`config.mk`:
```
export PLATFORM = sky130hd
export DESIGN_NAME = pipeline_program_loader
export DESIGN_NICKNAME = d
export VERILOG_FILES = /design/src/rtl/pipeline_program_loader.sv
export SDC_FILE = /design/constraint.sdc
export NUM_CORES = 1
export LEC_CHECK = 0
export BUFFER_PORTS_ARGS = -buffer_cell sky130_fd_sc_hd__buf_2
export CAP_MARGIN = 5
export CORE_MARGIN = 2
export CORE_UTILIZATION = 35
export CTS_CLUSTER_SIZE = 24
export DETAILED_ROUTE_END_ITERATION = 16
export PLACE_DENSITY = 0.62
export SYNTH_ARGS = -nofsm -noshare
export SYNTH_HDL_FRONTEND = slang
export SYNTH_SLANG_ARGS = --single-unit
export TNS_END_PERCENT = 10
```
`constraint.sdc`:
```
create_clock -name clk -period 3.2 [get_ports clk]
set_clock_uncertainty 0.15 [all_clocks]
set_input_delay 0.32 -clock clk [delete_from_list [all_inputs] [get_ports clk]]
set_output_delay 0.32 -clock clk [all_outputs]
set_load 0.1 [all_outputs]
```
`src/rtl/pipeline_program_loader.sv`:
```
// UART-driven program loader and run/step controller in front of the 5-stage MIPS pipeline.
// Single-byte commands load big-endian words into instruction memory, run until halt, or single step.
module pipeline_program_loader #(
  parameter int         ADDR_WIDTH = 10,
  parameter logic [7:0] CMD_LOAD   = 8'h4C,
  parameter logic [7:0] CMD_RUN    = 8'h52,
  parameter logic [7:0] CMD_STEP   = 8'h53
) (
  input  logic                  clk,
  input  logic                  reset,
  input  logic [7:0]            rx_data,
  input  logic                  rx_valid,
  input  logic                  halt,
  output logic                  imem_we,
  output logic [ADDR_WIDTH-1:0] imem_addr,
  output logic [31:0]           imem_wdata,
  output logic                  pipe_enable,
  output logic                  pipe_reset,
  output logic                  load_done,
  output logic                  busy
);
  typedef enum logic [2:0] {IDLE, LEN_HI, LEN_LO, DATA, FINISH, RUN} stateT;

  stateT                 state, stateNext;
  logic [15:0]           wordCount, wordCountNext;
  logic [1:0]            byteIdx, byteIdxNext;
  logic [31:0]           shiftReg, shiftRegNext;
  logic [ADDR_WIDTH-1:0] addrNext;
  logic [31:0]           wdataNext;
  logic                  weNext;
  logic                  stepNext;
  logic [15:0]           lenFull;
  logic [31:0]           wordFull;

  assign lenFull  = {wordCount[15:8], rx_data};
  assign wordFull = {shiftReg[23:0], rx_data};

  always_comb begin
    stateNext     = state;
    wordCountNext = wordCount;
    byteIdxNext   = byteIdx;
    shiftRegNext  = shiftReg;
    addrNext      = imem_addr;
    wdataNext     = imem_wdata;
    weNext        = 1'b0;
    stepNext      = 1'b0;
    case (state)
      IDLE: begin
        addrNext = '0;
        if (rx_valid) begin
          if (rx_data == CMD_LOAD)      stateNext = LEN_HI;
          else if (rx_data == CMD_RUN)  stateNext = RUN;
          else if (rx_data == CMD_STEP) stepNext  = 1'b1;
        end
      end
      LEN_HI: begin
        if (rx_valid) begin
          wordCountNext = {rx_data, 8'h00};
          stateNext     = LEN_LO;
        end
      end
      LEN_LO: begin
        if (rx_valid) begin
          wordCountNext = lenFull;
          byteIdxNext   = '0;
          shiftRegNext  = '0;
          addrNext      = '0;
          stateNext     = (lenFull == 16'd0) ? FINISH : DATA;
        end
      end
      DATA: begin
        // The address advances in the write cycle itself, so a byte landing there is still accepted.
        if (imem_we) addrNext = imem_addr + 1'b1;
        if (imem_we && wordCount == 16'd0) begin
          stateNext = FINISH;
        end else if (rx_valid && wordCount != 16'd0) begin
          shiftRegNext = wordFull;
          byteIdxNext  = byteIdx + 2'd1;
          if (byteIdx == 2'd3) begin
            weNext        = 1'b1;
            wdataNext     = wordFull;
            wordCountNext = wordCount - 16'd1;
          end
        end
      end
      FINISH: begin
        stateNext = IDLE;
        addrNext  = '0;
      end
      RUN: begin
        if (halt && pipe_enable) stateNext = IDLE;
      end
      default: stateNext = IDLE;
    endcase
  end

  // Outputs are registered against the next state so they line up with the state they describe.
  always_ff @(posedge clk or posedge reset) begin
    if (reset) begin
      state       <= IDLE;
      wordCount   <= '0;
      byteIdx     <= '0;
      shiftReg    <= '0;
      imem_we     <= 1'b0;
      imem_addr   <= '0;
      imem_wdata  <= '0;
      pipe_enable <= 1'b0;
      pipe_reset  <= 1'b0;
      load_done   <= 1'b0;
      busy        <= 1'b0;
    end else begin
      state       <= stateNext;
      wordCount   <= wordCountNext;
      byteIdx     <= byteIdxNext;
      shiftReg    <= shiftRegNext;
      imem_we     <= weNext;
      imem_addr   <= addrNext;
      imem_wdata  <= wdataNext;
      pipe_enable <= (stateNext == RUN) || stepNext;
      pipe_reset  <= (stateNext == FINISH);
      load_done   <= (stateNext == FINISH);
      busy        <= (stateNext != IDLE);
    end
  end
endmodule

```
==> key figures, run 1 <==
Setup path
  – WP data required: 3270 ps
  – Critical path's top delay family: simple AND/OR/NAND/NOR gates
  – Crit-path cells: nor3_1 > nand3_1 > nor2_8 > nor4_4 > buf_4 > mux2_2
  – CP max stage cell: nor3_1
  – Critical path class: reg2reg
  – Reg-to-reg setup timing slack: 690 ps
  – CP Data Arrival Time: 2580 ps
  – CP startpoint kind: flip-flop
  – CP Buf/Inv Count: 1
  – Crit. End Element: flip-flop
  – Critical path fanouts, max: 33
  – Worst reg2reg path endpoint: imem_wdata[18]$_DFFE_PP0P_
  – Reg2reg start: wordCount[10]$_DFFE_PP0P_
  – Cell depth of the worst flop-to-flop path: 6
  – CP peak stage delay: 470 ps

Synthesis
  – Post-Syn Instances: 424
  – Post-synthesis sequential area ratio: 52.49%
  – Mean Syn Cell Area: 10.23 µm²
  – Mapped Area: 0.004338 mm²
  – Post-synth top flop: dfrtp_1
  – Yosys cell types: 61
  – Yosys reg bits: 91
  – Syn. warnings: 0
  – Asr flop ratio synth: 100.0%
  – Syn Nets: 440
  – Number of synthesized flops with an enable pin: 0

Routing
  – Pre-antenna DRT Iters: 5
  – DRC viols: 0
  – Post-route ant nets: 0
  – Via count: 3469
  – DRT iter0 DRCs: 279
  – Wire length per cell: 16.04 µm
  – DRT Wirelength: 10490 µm
  – Vias per Instance: 5.304

Clocking
  – Root Buffer: clkbuf_16
  – CTS resizes: 0
  – Clk slew on worst S/H paths: 70 ps
  – Clock sinks: 91
  – CTS tree: done
  – CTS HTree Levels: 3
  – Longest Clk Path Bufs: 2
  – Number of buffers created by CTS: 9
  – CTS Hold Buffers Added: 0
  – Clk_lat worst skew: 340 ps
  – Setup repair bufs after CTS: 0

Global route
  – Vias in the first global route: 3328
  – Largest net degree at the start of global routing: 53
  – Global-route wire length before repair: 17170 µm
  – Overall track demand over capacity in global routing: 16.54%
  – Initial antenna violation count: 0
  – GR Overflow Total: 0

Job
  – MaxCap Viol Count: 0

Die
  – # IOs: 59
  – Die area: 0.01330 mm²
  – Starting Density: 35.96%
  – Core area: 0.01206 mm²
  – Die height: 115.3 µm
  – Die Wd: 115.3 µm
  – FP Rows: 40

Timing
  – RSZ-0062 raised after global routing: false
  – Fin Hold WS: 4.365 ps
  – Final Setup Violations: 0
  – Final total negative setup slack: 0 ps
  – Final critical-path required period: 2513 ps
  – Slew headroom: 38.14%
  – Top achievable clock speed: 397.9 MHz
  – Final worst-path cycle share: 78.54%
  – Final Hold Vio Count: 0
  – Worst Tran Pin Value: 926.8 ps
  – Final Max Slew Viols: 0

Place
  – Port Buf Inserts: 58
  – Final HPWL DP: 7141 µm
  – Global placer's final weighted congestion: 0.9195

Finish
  – Share of layout cells above drive strength 1: 24.28%
  – Area growth, synth to finish: 16.93%
  – Antenna diodes: 0
  – Post-layout net count: 498
  – Layout fillers: 1160

Worst hold path
  – Hold Path Class: in2async

Status
  – Status: complete, no violations
==> cell type report <==
class	count	area, µm²	area share [%]
flip-flops and latches	91	2277	44.89
well taps	168	210.2	4.144
clock inverters	3	25.02	0.4933
clock buffers	12	236.5	4.662
inverters	7	27.53	0.5427
repair buffers	66	375.4	7.400
multi-input cells	307	1921	37.86
==> cell usage in the layout, fill, tap and decap left out, types with 3 or more instances in the layout <==
cell type / instances
o22ai_1: 4
buf_2: 58
ha_1: 4
buf_4: 6
dfrtp_1: 91
nand3_1: 12
o31ai_1: 5
o21ai_0: 42
nor3_1: 13
inv_1: 5
o311ai_0: 3
or4_1: 3
mux2_2: 32
a21o_1: 3
and3_1: 6
nor2_1: 25
o21ai_1: 3
nand2_1: 73
a21oi_1: 16
xnor2_1: 4
a32o_1: 4
nor4_1: 3
clkbuf_1: 3
clkbuf_16: 9
a31oi_1: 3
nand4_1: 4
nand2b_1: 5
==> cells in the mapped netlist, types with 2 or more instances <==
cell	count	area, µm²
dfrtp_1	91	2277
nand2_1	73	274.0
o21ai_0	42	210.2
mux2_2	32	360.4
nor2_1	25	93.84
a21oi_1	16	80.08
nor3_1	13	65.06
nand3_1	12	60.06
and3_1	6	37.54
clkbuf_1	6	22.52
inv_1	6	22.52
nand2b_1	5	31.28
o31ai_1	5	37.54
a32o_1	4	40.04
buf_4	4	30.03
ha_1	4	50.05
nand4_1	4	25.02
o22ai_1	4	25.02
xnor2_1	4	35.03
a21o_1	3	22.52
a31oi_1	3	18.77
buf_6	3	33.78
nor4_1	3	18.77
o21ai_1	3	15.01
o311ai_0	3	26.28
or4_1	3	22.52
a211o_1	2	17.52
a211oi_1	2	15.01
a22o_1	2	17.52
and2_1	2	12.51
buf_1	2	7.510
buf_2	2	10.01
clkbuf_2	2	10.01
nand4b_1	2	17.52
nor2b_1	2	12.51
o41ai_1	2	17.52
or2_2	2	12.51
or3_1	2	12.51
==> sequential cells by signal (all words and copies together), names as in the netlist <==
signal / cells
wordCount: 16
pipe_enable: 1
busy: 1
shiftReg: 24
state: 3
imem_wdata: 32
byteIdx: 2
imem_addr: 10
imem_we: 1
load_done: 1
==> how the worst max path moves through the flow <==
stage	depth (start not counted)	slack, ps	end	from
final	6	690	imem_wdata[18]$_DFFE_PP0P_	wordCount[10]$_DFFE_PP0P_
after global routing	5	590	wordCount[12]$_DFFE_PP0P_	state[2]$_DFF_PP0_
after CTS	6	710	imem_wdata[18]$_DFFE_PP0P_	wordCount[5]$_DFFE_PP0P_
after detailed placement	6	730	imem_wdata[18]$_DFFE_PP0P_	wordCount[5]$_DFFE_PP0P_
after global placement	6	780	imem_wdata[29]$_DFFE_PP0P_	wordCount[5]$_DFFE_PP0P_
after floorplan	1	370	busy$_DFF_PP0_	reset
==> per-layer routing <==
layer	global-route usage [%]	vias up	part of all wire [%]
met5	0	-	0
met4	7.791	0	2.3
met3	2.899	12	5.1
met2	25.30	112	47
met1	22.81	1690	46
li1	-	1655	-
==> cells by family (layout without fill, tap and decap cells) <==
group	count (synthesis)	count (layout)	synth area share, %
and+or+nand+nor	163	163	18.49
AOI/OAI and AO/OA	103	103	15.29
DFF	91	91	52.49
muxes	33	33	8.538
buffers and inverters	26	88	3.230
adders and majority gates	4	4	1.154
xor gates and xnor gates	4	4	0.8075
==> metrics by stage <==
step                setup WS, ps  instances  util [%]  area [µm²]
finish                     686.8        654     42.05        5072
global route               585.6        654     42.05        5072
global placement           781.0        639     39.89        4811
CTS                        710.7        654     42.05        5072
floorplan                  366.4        424         -        4338
detailed placement         725.7        639     39.89        4811
Power of run 1 is not shown: default switching activity piles up to over one toggle a cycle in this logic, so the estimate is an artifact.
==> inputs of run 2 (changes only) <==
==> constraint.sdc (replaced) <==
create_clock -name clk -period 2.41 [get_ports clk]
set_clock_uncertainty 0.15 [all_clocks]
set_input_delay 0.241 -clock clk [delete_from_list [all_inputs] [get_ports clk]]
set_output_delay 0.241 -clock clk [all_outputs]
set_load 0.1 [all_outputs]
==> key figures, run 2 (synthesized netlist as in run 1, its figures left out) <==
Timing
  – Slew headroom: 52.69%
  – Final Setup Violations: 0
  – RSZ-0062 raised after global routing: true
  – Final Hold Vio Count: 0
  – Top achievable clock speed: 431.0 MHz
  – Final Max Slew Viols: 0
  – Final worst-path cycle share: 96.28%
  – Worst Tran Pin Value: 708.1 ps
  – Final critical-path required period: 2320 ps

Finish
  – Max reg flops: 32
  – Largest Register: imem_wdata
  – Layout fillers: 1128
  – Top flop regs: imem_wdata (32), shiftReg (24), wordCount (16)
  – Most frequent cells in the layout: 91 x dfrtp_1, 73 x nand2_1, 58 x buf_2
  – Commonest non-fill, non-tap cell in the layout: dfrtp_1
  – Area growth, synth to finish: 23.39%
  – Antenna diodes: 0
  – Post-layout net count: 521
  – Share of layout cells above drive strength 1: 28.43%
  – Final non-filler cell total: 678
  – Final core utilization: 44.38%
  – Post-layout instance area: 0.005353 mm²

Place
  – Global placer's final weighted congestion: 0.9369
  – Placed cells: 661
  – Final HPWL DP: 7662 µm
  – Port Buf Inserts: 58
  – Placed Area: 0.005004 mm²

Setup path
  – CP Data Arrival Time: 2400 ps
  – WP data required: 2490 ps
  – Critical path fanouts, max: 33
  – Crit. End Element: flip-flop
  – CP max stage cell: or4_4
  – Critical path's top delay family: simple AND/OR/NAND/NOR gates
  – CP startpoint kind: flip-flop
  – Worst reg2reg path endpoint: imem_wdata[17]$_DFFE_PP0P_
  – Reg-to-reg setup timing slack: 90 ps
  – CP peak stage delay: 550 ps
  – Critical path class: reg2reg
  – CP Buf/Inv Count: 1
  – Reg2reg start: wordCount[5]$_DFFE_PP0P_
  – Cell depth of the worst flop-to-flop path: 6
  – Crit-path cells: or4_4 > or3_4 > nor2_8 > nor4_4 > buf_12 > mux2_2

Job
  – MaxCap Viol Count: 0

Worst hold path
  – Worst hold endpoint: pipe_enable$_DFF_PP0_
  – Hold path depth: 4
  – Hold Path Class: in2reg
  – Hold path startpoint: halt

Routing
  – Pre-antenna DRT Iters: 5
  – DRT iter0 DRCs: 227
  – DRT Wirelength: 11050 µm
  – Wire length per cell: 16.29 µm
  – Post-route ant nets: 0
  – DRC viols: 0
  – Vias per Instance: 5.232
  – Via count: 3547

Die
  – Die area: 0.01330 mm²
  – # IOs: 59
  – Core area: 0.01206 mm²
  – Die height: 115.3 µm
  – Die Wd: 115.3 µm
  – Starting Density: 35.96%
  – FP Rows: 40

Clocking
  – CTS HTree Levels: 3
  – Clk_lat worst skew: 350 ps
  – Clock sinks: 91
  – Number of buffers created by CTS: 9
  – Root Buffer: clkbuf_16
  – Clk slew on worst S/H paths: 70 ps
  – CTS tree: done
  – Longest Clk Path Bufs: 2
  – Setup repair bufs after CTS: 0

Global route
  – Initial antenna violation count: 0
  – Overall track demand over capacity in global routing: 17.53%
  – Vias in the first global route: 3510
  – GR Overflow Total: 0
  – Global-route wire length before repair: 18110 µm
  – Largest net degree at the start of global routing: 49

Status
  – Status: complete, no violations
run 2: cell types whose count changed in the layout (fill, tap and decap cells not counted), sizes merged:
cell / before / now
clkbuf: 12 / 10
dlygate4sd3: 0 / 1
clkinv: 3 / 2
bufinv: 0 / 2
buf: 66 / 88
inv: 6 / 8
run 2: what timing repair did:
action	CTS	global route
hold buffers	1	0
gates resized for setup	0	1
endpoints found under the setup margin	0	2
hold endpoints to repair	28	0
run 2: worst max-delay path by stage:
stage                                   from  depth (start not counted)                    endpoint
finish              wordCount[5]$_DFFE_PP0P_                          6  imem_wdata[17]$_DFFE_PP0P_
global route        wordCount[5]$_DFFE_PP0P_                          6    shiftReg[23]$_DFFE_PP0P_
CTS                 wordCount[5]$_DFFE_PP0P_                          6  imem_wdata[17]$_DFFE_PP0P_
detailed placement  wordCount[5]$_DFFE_PP0P_                          6  imem_wdata[17]$_DFFE_PP0P_
global placement    wordCount[5]$_DFFE_PP0P_                          6   imem_wdata[9]$_DFFE_PP0P_
floorplan           imem_addr[3]$_DFFE_PP0P_                          5    imem_addr[9]$_DFFE_PP0P_
run 2: per-layer routing:
layer,track usage (%),routed length [µm]
met1,23.97,5255
met2,26.63,5054
met3,3.163,465
met4,9.076,269
met5,0,0
run 2: per-stage QoR:
| step | setup TNS [ps] | hold slack, ps | worst slack (ps) |
|---|---|---|---|
| floorplan | 0 | 188.1 | 57.76 |
| global placement | 0 | 244.0 | 149.5 |
| detailed placement | 0 | 249.2 | 101.9 |
| CTS | 0 | 70.17 | 87.05 |
| global route | -1.805 | 89.28 | -1.805 |
| finish | 0 | 80.17 | 89.73 |
run 2: area by class of cell:
type	count	area (µm²)	area share, %
Clock buffer	10	239.0	4.465
Clock inverter	6	93.84	1.753
Inverter	7	30.03	0.5610
Multi-Input combinational cell	307	1927	36.00
Sequential cell	91	2277	42.54
Tap cell	168	210.2	3.927
Timing Repair Buffer	89	575.6	10.75
run 2: tightest hold or removal path, cell delays in order:
cell	delay, ps
buf_2	90
nand2_1	50
nand3_1	90
o41ai_1	70
Power of run 2 is left out for the same reason.
